==> config.mk <==
export PLATFORM = sky130hd
export DESIGN_NAME = result_collect_fifo_flat
export DESIGN_NICKNAME = d
export VERILOG_FILES = /design/src/rtl/fsm_result_pkg.sv /design/src/rtl/result_collect_fifo_if.sv /design/src/rtl/result_fifo_mem.sv /design/src/rtl/result_collect_fifo.sv /design/src/flat_wrapper.sv
export SDC_FILE = /design/constraint.sdc
export NUM_CORES = 1
export LEC_CHECK = 0
export BUFFER_PORTS_ARGS = -buffer_cell sky130_fd_sc_hd__buf_2
export CELL_PAD_IN_SITES_DETAIL_PLACEMENT = 0
export CELL_PAD_IN_SITES_GLOBAL_PLACEMENT = 1
export CORE_MARGIN = 8
export CORE_UTILIZATION = 45
export CTS_CLUSTER_DIAMETER = 120
export DETAILED_ROUTE_END_ITERATION = 6
export GPL_TIMING_DRIVEN = 0
export PLACE_DENSITY_LB_ADDON = 0.1
export SLEW_MARGIN = 20
export SYNTH_ARGS = -nofsm -noshare
export SYNTH_HDL_FRONTEND = slang
export SYNTH_SLANG_ARGS = --single-unit
==> constraint.sdc <==
create_clock -name clk -period 5.75 [get_ports clk]
set_input_delay 0.8625 -clock clk [delete_from_list [all_inputs] [get_ports clk]]
set_output_delay 0.8625 -clock clk [all_outputs]
set_load 0.005 [all_outputs]
==> src/rtl/fsm_result_pkg.sv <==
// Shared constants and helpers for the result-producing FSM stage and its collect FIFO.
package fsm_result_pkg;

    localparam int RESULT_W   = 32;
    localparam int DROP_CNT_W = 16;

    localparam logic [RESULT_W-1:0] RES_WORK = 32'hFFFF_FFFF;
    localparam logic [RESULT_W-1:0] RES_DONE = 32'hAAAA_AAAA;

    typedef logic [DROP_CNT_W-1:0] drop_cnt_t;

    // Saturating increment so a long-stuck upstream never wraps the drop counter to zero.
    function automatic drop_cnt_t sat_inc(input drop_cnt_t v);
        return (v == '1) ? v : v + drop_cnt_t'(1);
    endfunction

endpackage

==> src/rtl/result_collect_fifo_if.sv <==
// Upstream push, downstream valid/ready drain and status signals of the result collect FIFO.
import fsm_result_pkg::*;

interface result_collect_fifo_if #(
    parameter int WIDTH = RESULT_W,
    parameter int DEPTH = 8
);
    localparam int CW = $clog2(DEPTH) + 1;

    logic                  in_valid;
    logic [WIDTH-1:0]      in_data;
    logic                  almfull;
    logic                  out_valid;
    logic [WIDTH-1:0]      out_data;
    logic                  out_ready;
    logic [CW-1:0]         count;
    logic                  overflow;
    logic                  clear_overflow;
    logic [DROP_CNT_W-1:0] drop_count;

    modport master (
        output in_valid, in_data, out_ready, clear_overflow,
        input  almfull, out_valid, out_data, count, overflow, drop_count
    );

    modport slave (
        input  in_valid, in_data, out_ready, clear_overflow,
        output almfull, out_valid, out_data, count, overflow, drop_count
    );

endinterface

==> src/rtl/result_fifo_mem.sv <==
// DEPTH x WIDTH register-array storage: synchronous write, asynchronous read, never cleared.
module result_fifo_mem #(
    parameter  int WIDTH = 32,
    parameter  int DEPTH = 8,
    localparam int AW    = $clog2(DEPTH)
) (
    input  logic             clk,
    input  logic             i_wr_en,
    input  logic [AW-1:0]    i_wr_addr,
    input  logic [WIDTH-1:0] i_wr_data,
    input  logic [AW-1:0]    i_rd_addr,
    output logic [WIDTH-1:0] o_rd_data
);

    logic [WIDTH-1:0] r_mem [DEPTH];

    always_ff @(posedge clk) begin
        if (i_wr_en) begin
            r_mem[i_wr_addr] <= i_wr_data;
        end
    end

    assign o_rd_data = r_mem[i_rd_addr];

endmodule

==> src/rtl/result_collect_fifo.sv <==
// First-word-fall-through sink for FSM results: almfull back-pressure from the count
// register, sticky overflow and saturating drop counter for a stuck-high upstream valid.
import fsm_result_pkg::*;

module result_collect_fifo #(
    parameter int WIDTH     = RESULT_W,
    parameter int DEPTH     = 8,
    parameter int AF_MARGIN = 2
) (
    input  logic                  clk,
    input  logic                  reset_n,
    result_collect_fifo_if.slave  fifo_bus
);

    localparam int AW = $clog2(DEPTH);
    localparam int PW = AW + 1;
    localparam logic [PW-1:0] AF_LEVEL = PW'(DEPTH - AF_MARGIN);

    logic [PW-1:0]    r_wr_ptr;
    logic [PW-1:0]    r_rd_ptr;
    logic [PW-1:0]    r_count;
    logic             r_overflow;
    drop_cnt_t        r_drop_count;

    logic             w_empty;
    logic             w_full;
    logic             w_pop;
    logic             w_wr_en;
    logic             w_drop;
    logic [WIDTH-1:0] w_rd_data;

    assign w_empty = (r_wr_ptr == r_rd_ptr);
    assign w_full  = (r_wr_ptr[AW] != r_rd_ptr[AW]) &&
                     (r_wr_ptr[AW-1:0] == r_rd_ptr[AW-1:0]);

    // A pop frees a slot on the same edge, so a push into a full FIFO is still accepted then.
    assign w_pop   = !w_empty && fifo_bus.out_ready;
    assign w_wr_en = fifo_bus.in_valid && (!w_full || w_pop);
    assign w_drop  = fifo_bus.in_valid && w_full && !w_pop;

    result_fifo_mem #(
        .WIDTH (WIDTH),
        .DEPTH (DEPTH)
    ) u_mem (
        .clk       (clk),
        .i_wr_en   (w_wr_en),
        .i_wr_addr (r_wr_ptr[AW-1:0]),
        .i_wr_data (fifo_bus.in_data),
        .i_rd_addr (r_rd_ptr[AW-1:0]),
        .o_rd_data (w_rd_data)
    );

    always_ff @(posedge clk or negedge reset_n) begin
        if (!reset_n) begin
            r_wr_ptr <= '0;
            r_rd_ptr <= '0;
        end else begin
            if (w_wr_en) begin
                r_wr_ptr <= r_wr_ptr + PW'(1);
            end
            if (w_pop) begin
                r_rd_ptr <= r_rd_ptr + PW'(1);
            end
        end
    end

    always_ff @(posedge clk or negedge reset_n) begin
        if (!reset_n) begin
            r_count <= '0;
        end else begin
            case ({w_wr_en, w_pop})
                2'b10:   r_count <= r_count + PW'(1);
                2'b01:   r_count <= r_count - PW'(1);
                default: r_count <= r_count;
            endcase
        end
    end

    // Clear has priority so software never loses a clear to a coincident drop.
    always_ff @(posedge clk or negedge reset_n) begin
        if (!reset_n) begin
            r_overflow   <= 1'b0;
            r_drop_count <= '0;
        end else if (fifo_bus.clear_overflow) begin
            r_overflow   <= 1'b0;
            r_drop_count <= '0;
        end else if (w_drop) begin
            r_overflow   <= 1'b1;
            r_drop_count <= sat_inc(r_drop_count);
        end
    end

    assign fifo_bus.count      = r_count;
    assign fifo_bus.almfull    = (r_count >= AF_LEVEL);
    assign fifo_bus.out_valid  = !w_empty;
    assign fifo_bus.out_data   = w_empty ? '0 : w_rd_data;
    assign fifo_bus.overflow   = r_overflow;
    assign fifo_bus.drop_count = r_drop_count;

endmodule

==> src/flat_wrapper.sv <==
// flat-port wrapper written by rule: the top's interface ports become plain ports
module result_collect_fifo_flat 
#(
    parameter int WIDTH     = RESULT_W,
    parameter int DEPTH     = 8,
    parameter int AF_MARGIN = 2
)
  (clk, reset_n, fifo_bus_in_valid, fifo_bus_in_data, fifo_bus_out_ready, fifo_bus_clear_overflow, fifo_bus_almfull, fifo_bus_out_valid, fifo_bus_out_data, fifo_bus_count, fifo_bus_overflow, fifo_bus_drop_count);
  result_collect_fifo_if #(.WIDTH(WIDTH), .DEPTH(DEPTH)) fifo_bus_i ();
  input  logic clk;
  input  logic reset_n;
  input wire logic [$bits(fifo_bus_i.in_valid)-1:0] fifo_bus_in_valid;
  input wire logic [$bits(fifo_bus_i.in_data)-1:0] fifo_bus_in_data;
  input wire logic [$bits(fifo_bus_i.out_ready)-1:0] fifo_bus_out_ready;
  input wire logic [$bits(fifo_bus_i.clear_overflow)-1:0] fifo_bus_clear_overflow;
  output wire logic [$bits(fifo_bus_i.almfull)-1:0] fifo_bus_almfull;
  output wire logic [$bits(fifo_bus_i.out_valid)-1:0] fifo_bus_out_valid;
  output wire logic [$bits(fifo_bus_i.out_data)-1:0] fifo_bus_out_data;
  output wire logic [$bits(fifo_bus_i.count)-1:0] fifo_bus_count;
  output wire logic [$bits(fifo_bus_i.overflow)-1:0] fifo_bus_overflow;
  output wire logic [$bits(fifo_bus_i.drop_count)-1:0] fifo_bus_drop_count;
  assign fifo_bus_i.in_valid = fifo_bus_in_valid;
  assign fifo_bus_i.in_data = fifo_bus_in_data;
  assign fifo_bus_i.out_ready = fifo_bus_out_ready;
  assign fifo_bus_i.clear_overflow = fifo_bus_clear_overflow;
  assign fifo_bus_almfull = fifo_bus_i.almfull;
  assign fifo_bus_out_valid = fifo_bus_i.out_valid;
  assign fifo_bus_out_data = fifo_bus_i.out_data;
  assign fifo_bus_count = fifo_bus_i.count;
  assign fifo_bus_overflow = fifo_bus_i.overflow;
  assign fifo_bus_drop_count = fifo_bus_i.drop_count;
  result_collect_fifo #(.WIDTH(WIDTH), .DEPTH(DEPTH), .AF_MARGIN(AF_MARGIN)) u_core (.clk(clk), .reset_n(reset_n), .fifo_bus(fifo_bus_i));
endmodule
==> results of run 1 <==
==> logic make-up after synthesis <==
family	Yosys count	synth area share, %
mux	106	16.4
compound gates	25	1.40
simple gates	117	5.08
buf+inv	41	1.66
xor+xnor	16	1.23
flops	285	73.8
fa+ha+maj	4	0.439
==> power by group through the flow <==
stage / logic, W / clock network (W) / registers (W)
after CTS: 0.00232 / 0.00187 / 0.00269
after detailed placement: 0.00231 / 0 / 0.00273
final: 0.00225 / 0.00183 / 0.00269
after floorplan: 0.00142 / 0 / 0.00272
after global placement: 0.00218 / 0 / 0.00276
after global routing: 0.00248 / 0.00195 / 0.00271
==> critical path: stages (launching register included) <==
cell and delay [ns]:
dfrtp_1 0.46, buf_1 0.52, clkbuf_1 0.67, mux4_2 0.42
mux2i_1 0.19, nor2_1 0.06, buf_2 0.15
==> state kept, by name, summed over array words and instances (netlist names) <==
| register | flops |
|---|---|
| u_core.u_mem.r_mem | 256 |
| u_core.fifo_bus.drop_count | 16 |
| u_core.fifo_bus.count | 4 |
| u_core.r_rd_ptr | 4 |
| u_core.r_wr_ptr | 4 |
| u_core.fifo_bus.overflow | 1 |
==> Yosys cell counts <==
cell type / count
a31o_2: 1
o32ai_1: 1
xnor2_1: 10
a21o_1: 1
a22oi_1: 1
mux4_2: 64
and3_2: 1
a21oi_2: 1
and3_1: 3
mux2_2: 6
dfrtp_1: 29
nor2_1: 57
buf_1: 4
nand3_1: 7
nor3_4: 1
clkbuf_2: 1
or4_1: 2
o22ai_1: 1
inv_1: 7
mux2i_1: 34
xor2_1: 6
or3_1: 3
clkbuf_1: 12
a31oi_1: 1
edfxtp_1: 256
a311oi_1: 1
a21oi_1: 7
o21ai_0: 6
mux2_1: 2
nor2b_1: 5
and4_1: 1
buf_6: 2
nand2b_1: 4
nand4_1: 14
nand3b_1: 2
nor4_1: 1
a211o_1: 1
nand4b_1: 1
nor3_1: 6
a211oi_1: 2
ha_1: 4
nand2_1: 8
buf_2: 15
a31o_1: 1
and3_4: 1
==> cell usage in the layout (no fill, tap or decap), types with 8 or more instances in the layout <==
| cell | netlist | final |
|---|---|---|
| buf_2 | 15 | 109 |
| buf_4 | 0 | 14 |
| clkbuf_1 | 12 | 17 |
| clkbuf_16 | 0 | 30 |
| clkinv_1 | 0 | 10 |
| dfrtp_1 | 29 | 29 |
| edfxtp_1 | 256 | 256 |
| mux2i_1 | 34 | 34 |
| mux4_2 | 64 | 64 |
| nand2_1 | 8 | 8 |
| nand4_1 | 14 | 14 |
| nor2_1 | 57 | 55 |
| xnor2_1 | 10 | 10 |
==> worst paths after layout <==
kind / startpoint / endpoint / slack [ns]
hold reg to reg: u_core.fifo_bus.count[3] / u_core.fifo_bus.count[3] / 0.48
max in group asynchronous: reset_n / u_core.fifo_bus.drop_count[3] / 4.94
setup / recovery: u_core.r_rd_ptr[1] / fifo_bus_out_data[27] / 1.88
min in group clk: u_core.fifo_bus.count[3] / u_core.fifo_bus.count[3] / 0.48
hold / removal: reset_n / u_core.fifo_bus.drop_count[8] / 0.36
setup reg to reg: u_core.r_wr_ptr[1] / u_core.u_mem.r_mem[2][22] / 2.75
==> per-stage QoR <==
stage,instances,area (µm²)
floorplan,594,11400
global placement,1013,12300
detailed placement,1040,12600
CTS,1094,13500
global route,1094,13500
finish,1094,13500
==> metal layers <==
metal / wire [µm] / global-route usage (%)
met5: 16 / 0
met4: 528 / 3.71
met3: 1170 / 2.96
met2: 12100 / 27.1
met1: 10400 / 20.8
==> final cells by class <==
type	instances	area [µm²]	share of cell area [%]
sequential	285	8410	62.2
multi-input combinational	268	2840	21.0
clock buffer	35	769	5.69
timing repair buffer	116	723	5.35
tap	330	413	3.05
clock inverter	19	171	1.27
buffer	34	163	1.20
inverter	7	26.3	0.194
==> impl_results.md, run 1 <==
- Largest net degree at the start of global routing: 30
- Synth Register Bits: 285
- Post-CTS Setup Repair Bufs: 0
- Row count: 58
- Unique masters post-synth: 45
- Grt ovf: 0
- Post-Route WL: 24.3 mm
- Initial DRT Pass Iterations: 5
- Post-DR wirelength/cell: 22.2 µm
- CP Capture Type: primary output
- Slew headroom: 35.1%
- CTS tree: yes
- CP required: 4.89 ns
- Layout cells sized above 1: 33.5%
- Placer Congestion: 0.726
- Fin crit share: 67.3%
- IR drop worst, VDD: 361 µV
- CTS Root Cell: clkbuf_16
- Cell Pwr Density: 500 nW/µm²
- Worst-Margin Slew: 0.974 ns
- Max-slew violation count: 0
- Io pins: 92
- Cells after synthesis: 594
- Internal power: 0.00471 W
- Die Ht: 175 µm
- WHS: 0.362 ns
- Initial Util: 45.5%
- Deepest level of the CTS H-tree: 1
- Clock Latency Late Sink: 0.56 ns
- Fmax: 258 MHz
- Logic pwr share: 33.2%
- Clock Path Buffers: 3
- Setup WS post-layout: 1.88 ns
- Input/output buffers: 89
- Pre-CTS WS: 2.35 ns
- First-pass GRT wire length: 37.2 mm
- Post-DRT Antenna Nets: 0
- Drt via density: 5.45
- Critical path startpoint category: flop
- Vias in the first global route: 6258
- DRC: 0
- Final Power: 0.00676 W
- Yosys top cell area share: 67.4%
- Antenna Cells: 0
- Ys Warns: 0
- Clock sinks: 285
- Floorplan core area: 25000 µm²
- Final hold vios: 0
- Hold_buf cts: 0
- Post-CTS Resized: 0
- Critical path data arrival time: 3.01 ns
- Final Setup Violations: 0
- Number of fill cells: 2032
- Syn_area_per_cell: 19.2 µm²
- GRT Total Usage: 15.9%
- TNS Setup: 0 ns
- Number of antenna violations at the first check in global routing: 2
- Final core utilization: 54.0%
- Sw power: 0.00206 W
- Vias: 5967
- Sequential area share after synthesis: 73.8%
- Cell Area, Synth: 11400 µm²
- Die footprint: 30700 µm²
- Nets: 783
- Worst-path clk slew: 0.06 ns
- DR iter-0 viols: 502
- P&R area growth vs syn: 18.6%
- Crit path max fanout: 10
- Chip width: 175 µm
- Kind of critical path: flop to primary output
- Total CTS buffers: 30
- Worst Hold Class: input port to asynchronous set/reset pin
- Leakage: 4.79 nW
- Reg2Reg Depth: 9
- Leading area contributor after synthesis: edfxtp_1
- Max-capacitance violation count: 0
- Setup Skew: 0.0233 ns
- Switching portion of total power: 30.4%
- RSZ-0062 raised after global routing: false
- Status: finished, final reports clean
- Post-Syn Nets: 635
- Sequential share of power: 39.7%
- Min Clock Period, post-route: 3.87 ns
- Synth top area cells: edfxtp_1 (67%), mux4_2 (13%), dfrtp_1 (6.4%)
- Dpl hpwl: 16.2 mm
- Clock power frac: 27.0%
Note: power is estimated with default switching activity, not from simulation.
==> run 2, diff against run 1 <==
--- a/config.mk
+++ b/config.mk
@@ -5,6 +5,7 @@
 export SDC_FILE = /design/constraint.sdc
 export NUM_CORES = 1
 export LEC_CHECK = 0
+export ABC_AREA = 1
 export BUFFER_PORTS_ARGS = -buffer_cell sky130_fd_sc_hd__buf_2
 export CELL_PAD_IN_SITES_DETAIL_PLACEMENT = 0
 export CELL_PAD_IN_SITES_GLOBAL_PLACEMENT = 1
==> constraint.sdc (replaced) <==
create_clock -name clk -period 3.7 [get_ports clk]
set_input_delay 0.555 -clock clk [delete_from_list [all_inputs] [get_ports clk]]
set_output_delay 0.555 -clock clk [all_outputs]
set_load 0.005 [all_outputs]
==> run 2 against run 1 <==
Compared with the run above: clock-buffer cell count down 5; hold slack worse by 0.32 ns; die area up 1.6%; sequential cell count unchanged; largest cell class unchanged; synthesized area up 1.7%; non-clock buffer count up 5; total power up 67%; setup slack worse by 1.7 ns; combinational power up 78%; largest power group unchanged.
==> impl_results.md, run 2 <==
- Status: finished, final reports clean
- Reg2reg end: u_core.u_mem.r_mem[0][29]
- CTS tree: yes
- Initial DRT Pass Iterations: 5 (unchanged)
- RSZ-0062 raised after global routing: false
- Commonest non-fill, non-tap cell in the layout: edfxtp_1
- P&R area growth vs syn: 18.5% (about the same)
- Vias: 7861 (+32%)
- Row count: 58 (unchanged)
- Clock Path Buffers: 3 (unchanged)
- Kind of critical path: flop to primary output
- Floorplan core area: 25300 µm² (+0.87%)
- WHS: 0.0425 ns (-0.319 ns)
- Cell area after layout: 13700 µm² (+1.6%)
- Cell Area, Synth: 11600 µm² (+1.7%)
- Worst-path clk slew: 0.06 ns (about the same)
- Sequential area share after synthesis: 72.5% (-1.2 points)
- R2R Setup Slk: 0.81 ns (-1.94 ns)
- Hold_buf cts: 0 (unchanged)
- Dpl hpwl: 18.8 mm (+16%)
- Post-Route WL: 28.9 mm (+19%)
- DRC: 0 (unchanged)
- Fmax: 283 MHz
- Final core utilization: 54.4% (+0.41 points)
- Max-slew violation count: 0 (unchanged)
- Synth Register Bits: 285 (unchanged)
- Unique masters post-synth: 30 (-33%)
- Setup WS post-layout: 0.172 ns (-1.71 ns)
- Max FFs per register: 256 (unchanged)
- DR iter-0 viols: 576 (+15%)
- Number of antenna violations at the first check in global routing: 1 (-1)
- Die Ht: 177 µm (+0.77%)
- Reg2reg start: u_core.r_rd_ptr[0]
- Most frequent cells in the layout: edfxtp_1 (256), nor2_1 (205), o21ai_0 (174), buf_2 (93), nand2_1 (62)
- Post-DR wirelength/cell: 20.0 µm (-9.9%)
- Slew headroom: 51.5% (+16 points)
- Synth Flop Type: edfxtp_1
- Post-CTS Resized: 0 (unchanged)
- Slowest stage cell, crit path: clkbuf_1
- Cells after synthesis: 964 (+62%)
- Final hold vios: 0 (unchanged)
- Io pins: 92 (unchanged)
- Most used cell, CP: clkbuf_1
- Layout cells sized above 1: 15.5% (-18 points)
- Critical path cell sequence: inv_2, clkbuf_1, clkbuf_1, nor2_1, o22ai_1, o21ai_0, a31oi_1, buf_2
- IR drop worst, VDD: 525 µV (+45%)
- Max incr delay on CP: 0.51 ns (-0.16 ns)
- Leakage: 4.86 nW (+1.5%)
- Leading area contributor after synthesis: edfxtp_1
- Grt ovf: 0 (unchanged)
- CP required: 3.14 ns (-1.75 ns)
- Min Clock Period, post-route: 3.53 ns
- Deepest level of the CTS H-tree: 1 (unchanged)
- Critical path data arrival time: 2.97 ns (-0.04 ns)
- Async SR Flop Fraction: 10.2% (unchanged)
- Ys Warns: 0 (unchanged)
- Pre-CTS WS: 0.774 ns (-1.58 ns)
- Clock sinks: 285 (unchanged)
- Input/output buffers: 90 (+1.1%)
- Cell Pwr Density: 824 nW/µm² (+65%)
- Synth top cells by count: edfxtp_1 (256), nor2_1 (213), o21ai_0 (174), nand2_1 (62), clkbuf_1 (46)
- Max-capacitance violation count: 0 (unchanged)
- CP Capture Type: primary output
- Setup crit start: u_core.r_rd_ptr[0]
- Post-Syn Nets: 1005 (+58%)
- Clock Latency Late Sink: 0.54 ns (-0.02 ns)
- Yosys top cell area share: 66.3% (-1.1 points)
- Count leader, synth: edfxtp_1
- Initial Util: 45.9% (+0.38 points)
- Biggest register: u_core.u_mem.r_mem
- CTS Root Cell: clkbuf_16
- Setup Skew: 0.00793 ns (-0.0154 ns)
- Drt via density: 5.44 (-0.33%)
- Placer Congestion: 0.789 (+8.7%)
- Chip width: 177 µm (+0.77%)
- Post-CTS Setup Repair Bufs: 0 (unchanged)
- Vias in the first global route: 7811 (+25%)
- Largest net degree at the start of global routing: 30 (unchanged)
- EDFF count, synth: 256 (unchanged)
- Syn_area_per_cell: 12.0 µm² (-37%)
- Antenna Cells: 0 (unchanged)
- Post-DRT Antenna Nets: 0 (unchanged)
- Worst Hold Class: input port to asynchronous set/reset pin
- GRT Total Usage: 18.6% (+2.7 points)
- First-pass GRT wire length: 45.0 mm (+21%)
- Reg2Reg Depth: 12 (+3)
- Total CTS buffers: 29 (-3.3%)
- Critical path startpoint category: flop
- Final Setup Violations: 0 (unchanged)
- Placed Instance Area: 12700 µm² (+1.0%)
- Synth top area cells: edfxtp_1 (66%), o21ai_0 (7.5%), nor2_1 (6.9%)
- Crit path max fanout: 10 (unchanged)
- Nets: 1134 (+45%)
- Die footprint: 31200 µm² (+1.6%)
- Fin crit share: 95.4%
- Worst-Margin Slew: 0.727 ns (-0.246 ns)
- CP Capture Point: fifo_bus_out_data[1]
-- run 2: cell types whose count changed in the layout (fill, tap and decap cells not counted), moves of 31 or more --
cell | before | now
a31oi_1 | 1 | 32
mux2i_1 | 34 | 0
mux4_2 | 64 | 0
nand2_1 | 8 | 62
nor2_1 | 55 | 205
o21ai_0 | 6 | 174
o22ai_1 | 1 | 33
-- run 2: worst min-delay path by stage --
stage                                        start                        to  slack (ns)  cells past startpoint
final                                      reset_n  u_core.fifo_bus.count[1]        0.04                      1
after global routing                       reset_n  u_core.fifo_bus.count[1]        0.09                      1
after CTS                                  reset_n  u_core.fifo_bus.count[1]        0.06                      1
after detailed placement        u_core.r_wr_ptr[3]        u_core.r_wr_ptr[3]        0.48                      1
after global placement    u_core.fifo_bus.overflow  u_core.fifo_bus.overflow        0.48                      2
after floorplan                            reset_n  u_core.fifo_bus.count[0]        0.26                      0
-- run 2: metrics by stage --
step	total power [W]	instances	setup TNS (ns)
global placement	0.00819	1384	-251.32
global route	0.0120	1446	0
finish	0.0113	1446	0
floorplan	0.00650	964	0
CTS	0.0114	1446	0
detailed placement	0.00833	1392	0
-- run 2: logic make-up after synthesis --
kind of cell / after synthesis / synth area share, %
buffers and inverters: 92 / 3.17
AOI/OAI and AO/OA: 247 / 11.5
and+or+nand+nor: 322 / 11.3
xor gates and xnor gates: 14 / 1.06
DFF: 285 / 72.5
adders and majority gates: 4 / 0.432
-- run 2: power by group --
part	switching [W]	internal, W
combinational	0.00272	0.00128
clock	0.00121	0.00192
sequential	0.000157	0.00403
-- run 2: critical path: cells and delay by family, from the launching register on --
kind,cells,cell delay [ns]
buf+inv,4,1.22
compound gates,3,0.63
flops,1,0.49
simple gates,1,0.09
-- run 2: final cells by class --
| class | instances | area [µm²] |
|---|---|---|
| fillers | 2201 | 11500 |
| flip-flops and latches | 285 | 8410 |
| multi-input cells | 587 | 2880 |
| clock buffers | 30 | 729 |
| repair buffers | 98 | 641 |
| well taps | 330 | 413 |
| clock inverters | 24 | 302 |
| plain buffers | 57 | 236 |
| inverters | 35 | 131 |
-- run 2: metal layers --
metal  track usage, %  vias to the layer above  routed length [µm]
met5                0                        -                  12
met4             4.38                        2                 508
met3             2.93                       40                1520
met2             30.5                      194               13700
met1             25.6                     3884               13200
li1                 -                     3741                   -
